[src/rtl/count_readout.sv]
// count_readout: snapshots the latched cycle count on request and streams it
// out as one header byte plus ceil(LENGTH/8) count bytes, LSB first, over an
// 8-bit valid/ready interface. Optional delta mode sends the modular
// difference from the previous snapshot instead of the absolute count.
module count_readout #(
  parameter int LENGTH = 20
) (
  input  logic              clk,
  input  logic              reset,
  input  logic [LENGTH-1:0] cycle_count,
  input  logic              start,
  input  logic              delta_mode,
  output logic [7:0]        data_out,
  output logic              data_valid,
  input  logic              data_ready,
  output logic              busy,
  output logic              overrun
);

  localparam int NBYTES = (LENGTH + 7) / 8;
  localparam int SW     = NBYTES * 8;
  localparam int IDXW   = $clog2(NBYTES + 1);

  typedef enum logic {
    IDLE = 1'b0,
    SEND = 1'b1
  } state_t;

  state_t            state;
  logic [IDXW-1:0]   idx;
  logic [SW-1:0]     snapshot;
  logic [LENGTH-1:0] prev;
  logic [2:0]        seq;

  logic [LENGTH-1:0] diff;
  logic [SW-1:0]     snap_next;
  logic [7:0]        header_next;
  logic [SW-1:0]     shifted;
  logic [7:0]        next_byte;
  logic              last_byte;

  // Next-frame snapshot/header and the byte that follows the current index.
  always_comb begin
    diff        = cycle_count - prev;
    snap_next   = '0;
    if (delta_mode) begin
      snap_next[LENGTH-1:0] = diff;
    end else begin
      snap_next[LENGTH-1:0] = cycle_count;
    end
    header_next = {4'hA, delta_mode, seq};
    // Byte k (k = idx + 1) lives at bit offset 8*idx of the snapshot.
    shifted     = snapshot >> {idx, 3'b000};
    next_byte   = shifted[7:0];
    last_byte   = (idx == IDXW'(NBYTES));
  end

  // Frame FSM with registered stream outputs and sticky overrun flag.
  always_ff @(posedge clk) begin
    if (reset) begin
      state      <= IDLE;
      idx        <= '0;
      snapshot   <= '0;
      prev       <= '0;
      seq        <= 3'd0;
      data_out   <= 8'h00;
      data_valid <= 1'b0;
      busy       <= 1'b0;
      overrun    <= 1'b0;
    end else begin
      case (state)
        IDLE: begin
          if (start) begin
            snapshot   <= snap_next;
            prev       <= cycle_count;
            seq        <= seq + 3'd1;
            idx        <= '0;
            data_out   <= header_next;
            data_valid <= 1'b1;
            busy       <= 1'b1;
            state      <= SEND;
          end else begin
            data_out   <= 8'h00;
            data_valid <= 1'b0;
            busy       <= 1'b0;
          end
        end
        SEND: begin
          if (start) begin
            overrun <= 1'b1;
          end else begin
            overrun <= overrun;
          end
          // data_valid is always high in SEND, so ready alone marks a transfer.
          if (data_ready) begin
            if (last_byte) begin
              data_out   <= 8'h00;
              data_valid <= 1'b0;
              busy       <= 1'b0;
              idx        <= '0;
              state      <= IDLE;
            end else begin
              data_out <= next_byte;
              idx      <= idx + IDXW'(1);
            end
          end else begin
            data_out <= data_out;
          end
        end
        default: begin
          state      <= IDLE;
          data_out   <= 8'h00;
          data_valid <= 1'b0;
          busy       <= 1'b0;
        end
      endcase
    end
  end

endmodule

[config.mk]
export PLATFORM = sky130hd
export DESIGN_NAME = count_readout
export DESIGN_NICKNAME = d
export VERILOG_FILES = /design/src/rtl/count_readout.sv
export SDC_FILE = /design/constraint.sdc
export NUM_CORES = 1
export LEC_CHECK = 0
export BUFFER_PORTS_ARGS = -buffer_cell sky130_fd_sc_hd__buf_2
export CAP_MARGIN = 10
export CORE_UTILIZATION = 59
export CTS_CLUSTER_DIAMETER = 30
export CTS_CLUSTER_SIZE = 12
export DETAILED_ROUTE_END_ITERATION = 8
export PLACE_DENSITY = 0.8
export SETUP_SLACK_MARGIN = 0.05
export SYNTH_ARGS = -nofsm -noshare
export SYNTH_HDL_FRONTEND = slang
export SYNTH_SLANG_ARGS = --single-unit
export TNS_END_PERCENT = 100
[constraint.sdc]
create_clock -name clk -period 2.6 [get_ports clk]
set_input_delay 0.13 -clock clk [delete_from_list [all_inputs] [get_ports clk]]
set_output_delay 0.13 -clock clk [all_outputs]
set_load 0.005 [all_outputs]
==> impl_metrics.csv, run 1 <==
group,metric,value,unit
sta,final-setup-viol-count,0,
sta,max_slew_margin,43.69,%
synth,avgSynthCellArea,8.046,µm²
clock_tree,hold_buffers,0,
floorplan,die_area,6035,µm²
grt,grt_max_degree,28,
layout,fill_cells,487,
route,dr_wl_met3,311,µm
critical_path,required,2.85,ns
sta,period_share,93.30,%
synth,synth_cell_types,56,
layout,final_cells,517,
synth,synth_edf_count,0,
min_path,hp-class,"input port to flop",
grt,grt_overflow,0,
route,wirelength_met1,3.489,mm
synth,ys_ff_latch,56,
layout,stdcell_area,3667,µm²
critical_path,setup.worst_path.start,"prev[0]$_SDFFE_PP0P_",
status,status,"finished, final reports clean",
sta,finClkSkew,0.006532,ns
critical_path,critPathTopFamily,"compound AO/OA/AOI/OAI gates",
layout,drive_gt1_share,16.18,%
layout,num_antenna_cells,0,
route,dr.pass1.iters,4,
clock_tree,ctsLongestPathBuffers,2,
grt,grt_pass1_vias,2752,
synth,ys_seq_area_share,33.17,%
power_and_ir_drop,max-vdd-ir-drop,0.0003253,V
critical_path,crit_chain,"ha_1 -> inv_1 -> fa_1 -> a21oi_1 -> nor2_1 -> o311ai_4 -> a21oi_2 -> o21ai_2 -> mux2_4 -> a211oi_2",
synth,synth.top_cell.area_share,33.17,%
route,vias_per_cell,5.696,
route,routed-via-count,2945,
sta,holdWs,0.06454,ns
floorplan,core_area,5507,µm²
layout,final_cell_mix,"65 x nand2_1, 58 x a21oi_1, 56 x dfxtp_1",
synth,synth_fp_nets,467,
sta,slew_violations,0,
synth,synth.largest_area_cell,"dfxtp_1",
route,drtAntennaViolNets,0,
sta,period_minus_slack,2.426,ns
floorplan,die_y,77.69,µm
layout,final_common_cell,"nand2_1",
clock_tree,clock_sinks,56,
clock_tree,postCtsSetupRepairBufs,0,
route,finalWirelength,7.448,mm
critical_path,slowest_delay,0.39,ns
route,dr.max_layer_used,"met4",
sta,tightest_slew,0.8446,ns
route,wire_per_inst,14.41,µm
critical_path,crit_path_end_kind,"flop",
layout,areaGrowthSynthToFinish,8.515,%
critical_path,worst_ep_arrival_time,2.67,ns
critical_path,r2r_slack,0.17,ns
flow_run,max_cap_violations,0,
floorplan,initial_core_util,61.37,%
route,met2_length,3.483,mm
route,drtIter0Drc,195,
clock_tree,htreeDepth,2,
power_and_ir_drop,p_leak,1.482,nW
layout,postLayoutCoreUtil,66.60,%
clock_tree,clkSlewWorstSetupHoldPaths,0.10,ns
grt,antenna_found_initial,0,
route,drcViolationCount,0,
critical_path,cp_num_cells,10,
sta,tns,0,ns
critical_path,critical-path-slowest-cell,"fa_1",
sta,rsz0062_at_grt,"false",
placed_design,dp_cells,509,
synth,ys_warn_count,0,
power_and_ir_drop,p_per_area,562.1,nW/µm²
clock_tree,clock_latency,0.31,ns
critical_path,critPathKind,"flop to flop",
clock_tree,cts_tree,"done",
critical_path,r2r_cells,10,
synth,syn_inst,420,
clock_tree,cts_resized,0,
placed_design,port_buffers,35,
floorplan,die-width,77.69,µm
layout,nets,491,
floorplan,num_rows,27,
placed_design,dpl.hpwl,5.542,mm
critical_path,cp-endpoint,"snapshot[16]$_SDFFE_PP0P_",
critical_path,r2r_start,"prev[0]$_SDFFE_PP0P_",
synth,synth_area,3379,µm²
critical_path,cp-start-kind,"flop",
clock_tree,numCtsBuffers,5,
clock_tree,cts_root_buffer,"clkbuf_8",
critical_path,worstPathMaxFanout,4,
synth,synth_area_leaders,"dfxtp_1 33%, a21oi_1 8.6%, ha_1 7.8%, nand2_1 7.2%, xnor2_1 4.1%",
placed_design,place.gp.congestion,0.9148,
critical_path,timing.rr.end,"snapshot[16]$_SDFFE_PP0P_",
critical_path,cp_num_buf_inv,1,
synth,async_reset_ff_share,0,%
grt,grt_pass1_wl,12.28,mm
synth,ys.flop_type,"dfxtp_1",
sta,fmax,412.2,MHz
grt,grt_util_all_layers,25.33,%
floorplan,ios,36,
sta,hold_viol,0,
placed_design,placed_area,3556,µm²
[worst min path at each step]
stage,start,to,slack (ns),depth (start not counted)
finish,cycle_count[16],prev[16]$_SDFFE_PP0P_,0.06,3
floorplan,cycle_count[10],prev[10]$_SDFFE_PP0P_,0.27,2
CTS,cycle_count[16],prev[16]$_SDFFE_PP0P_,0.06,3
global placement,cycle_count[14],prev[14]$_SDFFE_PP0P_,0.39,3
global route,cycle_count[16],prev[16]$_SDFFE_PP0P_,0.08,3
detailed placement,cycle_count[16],prev[16]$_SDFFE_PP0P_,0.40,3
[cell usage after synthesis (6+ instances only)]
cell type and number:
xnor2_1 16, mux2i_1 9, a211oi_1 8, nand2_1 65
mux2_2 8, a221oi_1 6, clkbuf_1 16, a21oi_1 58
nor2b_1 6, nor2_1 28, o21ai_0 19, inv_1 25
ha_1 21, nand3_1 6, dfxtp_1 56
[per-stage QoR]
stage                     setup slack [ns]  power, mW
after floorplan                     0.3509      1.367
after global placement              0.2247      1.474
after detailed placement            0.1563      1.491
after CTS                           0.1363      2.070
after global routing               0.05581      2.164
final                               0.1742      2.061
[flip-flops by register name, summed over array words and instances (netlist names)]
signal	cells
data_out	8
idx	2
busy	1
overrun	1
snapshot	20
seq	3
state	1
prev	20
[logic make-up after synthesis]
kind of cell    Yosys count  share of synthesized area, %
flops                    56                         33.17
simple gates            126                         16.48
mux                      18                         5.776
xor+xnor                 20                         5.183
buf+inv                  51                         7.294
compound gates          127                         23.73
fa+ha+maj                22                         8.367
[per-layer routing]
layer	global-route usage, %	vias to the layer above
li1	-	1513
met1	32.55	1341
met2	42.74	74
met3	3.765	17
met4	9.434	0
met5	0	-
[power by group]
group / total [mW] / switching [mW] / leakage, nW / internal [mW]
Sequential: 0.949 / 0.0326 / 0.461 / 0.916
Combinational: 0.530 / 0.304 / 0.965 / 0.226
Clock: 0.582 / 0.291 / 0.0558 / 0.292
[final cells by class]
type | count | area [µm²] | area share (%)
clock inverters | 2 | 38.79 | 1.058
flip-flops and latches | 56 | 1121 | 30.57
well taps | 72 | 90.09 | 2.456
multi-input cells | 313 | 2019 | 55.07
repair buffers | 42 | 227.7 | 6.209
inverters | 26 | 97.59 | 2.661
clock buffers | 6 | 72.57 | 1.979
[worst register-to-register path: stages, from the launching register on]
cell and delay, ns:
dfxtp_1 0.35, ha_1 0.17, inv_1 0.06, fa_1 0.39
a21oi_1 0.21, nor2_1 0.13, o311ai_4 0.32, a21oi_2 0.10
o21ai_2 0.14, mux2_4 0.31, a211oi_2 0.20
(Power assumes the default switching activity.)
==> run 2, diff against run 1 <==
- ABC_AREA: not set -> 1
- CORE_UTILIZATION: 59 -> 40
- PLACE_DENSITY: 0.8 -> 0.58
==> run 2 against run 1 <==
  * Utilization decreased by 21 points
  * Die area is 55% higher
  * Global-route usage is 4.1 points lower
  * Clock skew up 0.0082 ns
  * Sequential share of layout area down 2.0 points
  * Register-to-register slack gained 0.32 ns
  * Largest cell class unchanged
  * Highest routed layer unchanged
==> impl_metrics.csv, run 2 <==
group,metric,value,unit
synth,avgSynthCellArea,6.411,µm²
critical_path,r2r_slack,0.50,ns
grt,grt_pass1_vias,3199,
sta,hold_viol,0,
sta,period_share,80.80,%
floorplan,ios,36,
route,vias_per_cell,4.967,
critical_path,required,2.79,ns
synth,synth_simple_gate_area_share,31.41,%
synth,ys_warn_count,0,
synth,synth_xor_area_share,2.448,%
route,drtIter0Drc,159,
critical_path,worstPathMaxFanout,4,
status,status,"finished, final reports clean",
clock_tree,htreeDepth,2,
route,finalWirelength,9.171,mm
clock_tree,clkSlewWorstSetupHoldPaths,0.12,ns
grt,grt_max_degree,42,
synth,synth_top_family_by_area,"simple AND/OR/NAND/NOR gates",
synth,ys_seq_area_share,31.34,%
clock_tree,ctsLongestPathBuffers,2,
synth,synth_fp_nets,605,
route,wire_per_inst,13.23,µm
min_path,hp-class,"input port to flop",
power_and_ir_drop,max-vdd-ir-drop,0.0002609,V
sta,final-setup-viol-count,0,
grt,grt_util_all_layers,21.25,%
synth,yosys.cell_count.top_type,"nand2_1",
synth,synth_cell_types,34,
floorplan,die_y,96.57,µm
synth,synth_edf_count,0,
clock_tree,clock_latency,0.32,ns
placed_design,port_buffers,35,
synth,synth_area_leaders,"dfxtp_1 31%, nand2_1 20%, a21oi_1 8.8%, ha_1 7.3%, inv_1 7.3%",
layout,areaGrowthSynthToFinish,9.549,%
critical_path,critical-path-slowest-cell,"fa_1",
floorplan,initial_core_util,41.22,%
sta,fmax,476.0,MHz
grt,grt_pass1_wl,15.28,mm
synth,syn_inst,558,
critical_path,slowest_delay,0.45,ns
sta,setup_slack,0.4992,ns
sta,period_minus_slack,2.101,ns
layout,reg_top3,"prev x20, snapshot x20, data_out x8",
layout,num_antenna_cells,0,
layout,fill_cells,944,
critical_path,cp-start-kind,"flop",
critical_path,critPathTopFamily,"adder cells",
floorplan,core_area,8678,µm²
power_and_ir_drop,p_leak,1.916,nW
synth,synth_common_cells,"188 x nand2_1, 70 x inv_1, 63 x a21oi_1",
sta,tns,0,ns
grt,grt_overflow,0,
floorplan,die-width,96.57,µm
critical_path,worst_ep_arrival_time,2.29,ns
clock_tree,postCtsSetupRepairBufs,0,
route,drcViolationCount,0,
layout,final_common_cell,"nand2_1",
placed_design,place.gp.congestion,0.9269,
floorplan,die_area,9325,µm²
clock_tree,cts_resized,0,
synth,ys.flop_type,"dfxtp_1",
route,dr.pass1.iters,4,
critical_path,crit_path_end_kind,"flop",
synth,synth.area.mux_share,0.5946,%
layout,nets,631,
floorplan,num_rows,34,
clock_tree,numCtsBuffers,5,
clock_tree,cts_root_buffer,"clkbuf_8",
synth,synth.top_cell.area_share,31.34,%
sta,finClkSkew,0.01470,ns
synth,synth_area,3577,µm²
placed_design,dp_slack,0.5311,ns
synth,synthAdderAreaFrac,7.905,%
route,routed-via-count,3442,
placed_design,dpl.hpwl,6.979,mm
synth,synth.largest_area_cell,"dfxtp_1",
synth,synth_compound_area_share,15.98,%
synth,ys_ff_latch,56,
critical_path,crit_chain,"ha_1 -> inv_1 -> fa_1 -> nand3_1 -> nand3_1 -> nand2_1 -> nand2_1 -> xor2_1 -> o21ai_0 -> a21oi_1",
layout,drive_gt1_share,12.31,%
sta,slew_violations,0,
power_and_ir_drop,p_per_area,540.4,nW/µm²
sta,max_slew_margin,66.41,%
clock_tree,hold_buffers,0,
clock_tree,clock_sinks,56,
clock_tree,cts_tree,"done",
layout,final_cell_mix,"188 x nand2_1, 70 x inv_1, 63 x a21oi_1",
route,drtAntennaViolNets,0,
critical_path,critPathKind,"flop to flop",
sta,rsz0062_at_grt,"false",
synth,async_reset_ff_share,0,%
flow_run,max_cap_violations,0,
critical_path,cp_num_buf_inv,1,
grt,antenna_found_initial,0,
placed_design,dp_cells,685,
layout,final_cells,693,
sta,tightest_slew,0.5021,ns
[run 2: changes by cell type in the layout (fill, tap and decap cells not counted), moves of 5 or more]
cell / previous run / this run
a21oi_1: 58 / 63
inv_1: 25 / 70
a211oi_1: 8 / 1
nand3_1: 6 / 29
mux2_2: 8 / 1
nand2_2: 1 / 8
mux2i_1: 9 / 1
xor2_1: 4 / 9
xnor2_1: 16 / 1
nor2b_1: 5 / 0
a221oi_1: 6 / 0
nand2_1: 65 / 188
[run 2: kinds of logic after synthesis]
family | after synthesis
compound gates | 105
mux | 2
simple gates | 270
xor+xnor | 10
flops | 56
fa+ha+maj | 22
buf+inv | 93
[run 2: final timing paths]
path	depth (start not counted)	start	to
max	10	prev[0]$_SDFFE_PP0P_	snapshot[8]$_SDFFE_PP0P_
min	3	start	overrun$_SDFFE_PP0P_
max reg2reg	10	prev[0]$_SDFFE_PP0P_	snapshot[8]$_SDFFE_PP0P_
min reg2reg	2	prev[15]$_SDFFE_PP0P_	prev[15]$_SDFFE_PP0P_
[run 2: stage by stage]
step	power [mW]	area, µm²	utilization [%]	hold WS, ns
5_1_grt	2.281	3919	45.16	0.07333
2_1_floorplan	1.449	3577	-	0.2736
3_5_place_dp	1.616	3822	44.05	0.3994
6_report	2.118	3919	45.16	0.06260
3_3_place_gp	1.605	3822	44.05	0.3865
4_1_cts	2.137	3919	45.16	0.05869
[run 2: final cells by class]
type	count	area, µm²	area share, %
multi-input cells	409	2087	53.26
flip-flops and latches	56	1121	28.61
inverters	73	274.0	6.992
repair buffers	39	205.2	5.236
well taps	108	135.1	3.448
clock buffers	5	68.82	1.756
clock inverters	3	27.53	0.7024
[run 2: worst min-delay path, delay by kind of cell]
family                 cells  cell delay, ns
AOI/OAI and AO/OA          1            0.06
buffers and inverters      1            0.10
and+or+nand+nor            1            0.07
[run 2: power breakdown]
group	leakage, nW	total (mW)	internal, mW	switching, mW
registers	0.461	0.973	0.929	0.0436
clock network	0.0463	0.521	0.199	0.322
logic	1.41	0.624	0.225	0.399
total	1.92	2.12	1.35	0.765
[run 2: routing by layer]
| metal | part of all wire [%] | wire (µm) | vias up | GRT usage [%] |
|---|---|---|---|---|
| met5 | 0 | 0 | - | 0 |
| met4 | 0.93 | 85 | 0 | 4.289 |
| met3 | 3.2 | 292 | 6 | 2.895 |
| met2 | 46 | 4175 | 60 | 34.15 |
| met1 | 50 | 4618 | 1545 | 30.22 |
| li1 | - | - | 1831 | - |
==> run 3, diff against run 2 <==
- ABC_AREA: 1 -> 0
- PLACE_DENSITY: 0.58 -> 0.6
- clock period: 2.6 -> 1.7 ns (I/O delays scaled with it)
==> run 3 against run 2 <==
  * The flow now finishes with violations (negative setup slack)
  * Sequential cell count stayed put
  * Global-route usage is 0.11 points higher
  * Total power is 62% higher
  * Sequential share of layout area is 3.8 points lower
  * Worst hold slack worse by 0.043 ns
  * Largest power group unchanged
  * Highest routed layer unchanged
==> impl_metrics.csv, run 3 (same netlist as run 1, synthesis figures left out) <==
group,metric,value,unit
sta,fmax,438.7,MHz
power_and_ir_drop,p_leak,1.856,nW
sta,final-setup-viol-count,16,
floorplan,ios,36,
clock_tree,numCtsBuffers,5,
layout,num_antenna_cells,0,
clock_tree,clock_latency,0.31,ns
sta,finClkSkew,0.006173,ns
layout,final_common_cell,"buf_4",
grt,antenna_found_initial,0,
critical_path,slowest_delay,0.36,ns
placed_design,dpl.hpwl,6.444,mm
layout,final_cell_mix,"65 x buf_4, 63 x nand2_1, 49 x a21oi_1",
flow_run,max_cap_violations,0,
clock_tree,ctsLongestPathBuffers,2,
critical_path,r2r_start,"prev[0]$_SDFFE_PP0P_",
grt,grt_pass1_vias,3203,
sta,tightest_slew,0.4061,ns
critical_path,cp_num_buf_inv,1,
route,finalWirelength,8.973,mm
critical_path,required,1.95,ns
grt,grt_overflow,0,
critical_path,crit_path_end_kind,"flop",
floorplan,core_area,8175,µm²
layout,areaGrowthSynthToFinish,35.62,%
critical_path,critPathTopFamily,"compound AO/OA/AOI/OAI gates",
clock_tree,cts_tree,"done",
clock_tree,hold_buffers,0,
layout,fill_cells,785,
power_and_ir_drop,max-vdd-ir-drop,0.0003682,V
min_path,hold_path_depth,3,
critical_path,worstPathMaxFanout,4,
sta,setup_slack,-0.5794,ns
min_path,hp-class,"input port to flop",
floorplan,num_rows,33,
sta,hold_viol,0,
critical_path,critPathKind,"flop to flop",
floorplan,die-width,93.92,µm
route,wire_per_inst,14.57,µm
floorplan,die_y,93.92,µm
status,violations,"negative setup slack",
grt,grt_max_degree,29,
clock_tree,clock_sinks,56,
critical_path,crit_chain,"ha_4 -> inv_2 -> fa_2 -> a21oi_4 -> nor2_2 -> o311ai_4 -> a21oi_2 -> o21ai_2 -> mux2_4 -> a211oi_2",
sta,period_minus_slack,2.279,ns
critical_path,timing.rr.end,"snapshot[16]$_SDFFE_PP0P_",
route,drtIter0Drc,119,
floorplan,initial_core_util,41.34,%
critical_path,critical-path-slowest-cell,"dfxtp_2",
power_and_ir_drop,power.total,3.434,mW
grt,grt_pass1_wl,14.94,mm
status,status,"complete, but fails checks",
min_path,hold_end,"prev[18]$_SDFFE_PP0P_",
clock_tree,cts_root_buffer,"clkbuf_8",
route,drtAntennaViolNets,0,
critical_path,r2r_slack,-0.58,ns
route,routed-via-count,3227,
route,dr.pass1.iters,4,
critical_path,cp-start-kind,"flop",
critical_path,r2r_cells,10,
floorplan,die_area,8820,µm²
route,drcViolationCount,0,
min_path,hp-start,"cycle_count[18]",
clock_tree,htreeDepth,2,
sta,slew_violations,0,
placed_design,port_buffers,35,
placed_design,dp_slack,-0.5487,ns
layout,nets,557,
grt,grt_util_all_layers,21.36,%
power_and_ir_drop,p_per_area,749.3,nW/µm²
placed_design,place.gp.congestion,0.8352,
clock_tree,clkSlewWorstSetupHoldPaths,0.11,ns
critical_path,worst_ep_arrival_time,2.53,ns
route,vias_per_cell,5.239,
sta,period_share,134.1,%
layout,drive_gt1_share,38.75,%
sta,rsz0062_at_grt,"true",
layout,reg_top3,"prev x20, snapshot x20, data_out x8",
sta,max_slew_margin,72.92,%
sta,holdWs,0.02009,ns
==> run 3: cell types whose count changed in the layout (fill, tap and decap cells not counted), sizes merged, moves of 15 or more <==
cell and delta:
buf +69, nand3 -26, inv -47, xnor2 +15, nand2 -130
==> run 3: worst max path at each step <==
stage	cells past startpoint	slack (ns)	startpoint	endpoint
2_1_floorplan	10	-0.39	prev[0]$_SDFFE_PP0P_	snapshot[16]$_SDFFE_PP0P_
3_3_place_gp	10	-0.50	prev[0]$_SDFFE_PP0P_	snapshot[16]$_SDFFE_PP0P_
3_5_place_dp	10	-0.55	prev[0]$_SDFFE_PP0P_	snapshot[16]$_SDFFE_PP0P_
4_1_cts	10	-0.56	prev[0]$_SDFFE_PP0P_	snapshot[16]$_SDFFE_PP0P_
5_1_grt	10	-0.65	prev[0]$_SDFFE_PP0P_	snapshot[16]$_SDFFE_PP0P_
6_report	10	-0.58	prev[0]$_SDFFE_PP0P_	snapshot[16]$_SDFFE_PP0P_
==> run 3: worst reg2reg max path, stage by stage (launching register included) <==
cell and delay (ns):
dfxtp_2 0.36, ha_4 0.14, inv_2 0.03, fa_2 0.36
a21oi_4 0.16, nor2_2 0.08, o311ai_4 0.34, a21oi_2 0.10
o21ai_2 0.14, mux2_4 0.31, a211oi_2 0.20
==> run 3: layer usage <==
metal  vias to the layer above  GRT usage (%)  part of all wire [%]
met4                         0          4.872                   1.1
li1                       1659              -                     -
met2                        57          36.56                    48
met3                         8          2.670                   3.1
met5                         -              0                     0
met1                      1503          28.46                    48
==> run 3: timing repair <==
action / in CTS / in global routing
buffers inserted: 7 / 7
hold endpoints to repair: 0 / 0
gates resized for setup: 39 / 23
endpoints found under the setup margin: 16 / 19
pin swaps: 32 / 19
==> run 3: power by group <==
group	internal (mW)	switching, mW
sequential	1.40	0.0516
clock	0.304	0.492
combinational	0.588	0.595
==> run 3: area by class of cell <==
| type | instances | area, µm² | share of cell area [%] |
|---|---|---|---|
| clock buffer | 5 | 68.82 | 1.502 |
| clock inverter | 3 | 27.53 | 0.6006 |
| inverter | 26 | 97.59 | 2.129 |
| multi-input combinational | 313 | 2360 | 51.49 |
| sequential | 56 | 1136 | 24.79 |
| tap | 105 | 131.4 | 2.867 |
| timing repair buffer | 108 | 762.0 | 16.63 |
==> run 3: metrics by stage <==
| step | cells | utilization [%] | cell area (µm²) | TNS (ns) |
|---|---|---|---|---|
| after detailed placement | 596 | 50.26 | 4109 | -5.294 |
| after CTS | 610 | 54.22 | 4433 | -4.583 |
| after global placement | 596 | 50.26 | 4109 | -4.759 |
| after global routing | 616 | 56.06 | 4583 | -6.739 |
| after floorplan | 420 | - | 3486 | -1.949 |
| final | 616 | 56.06 | 4583 | -5.193 |
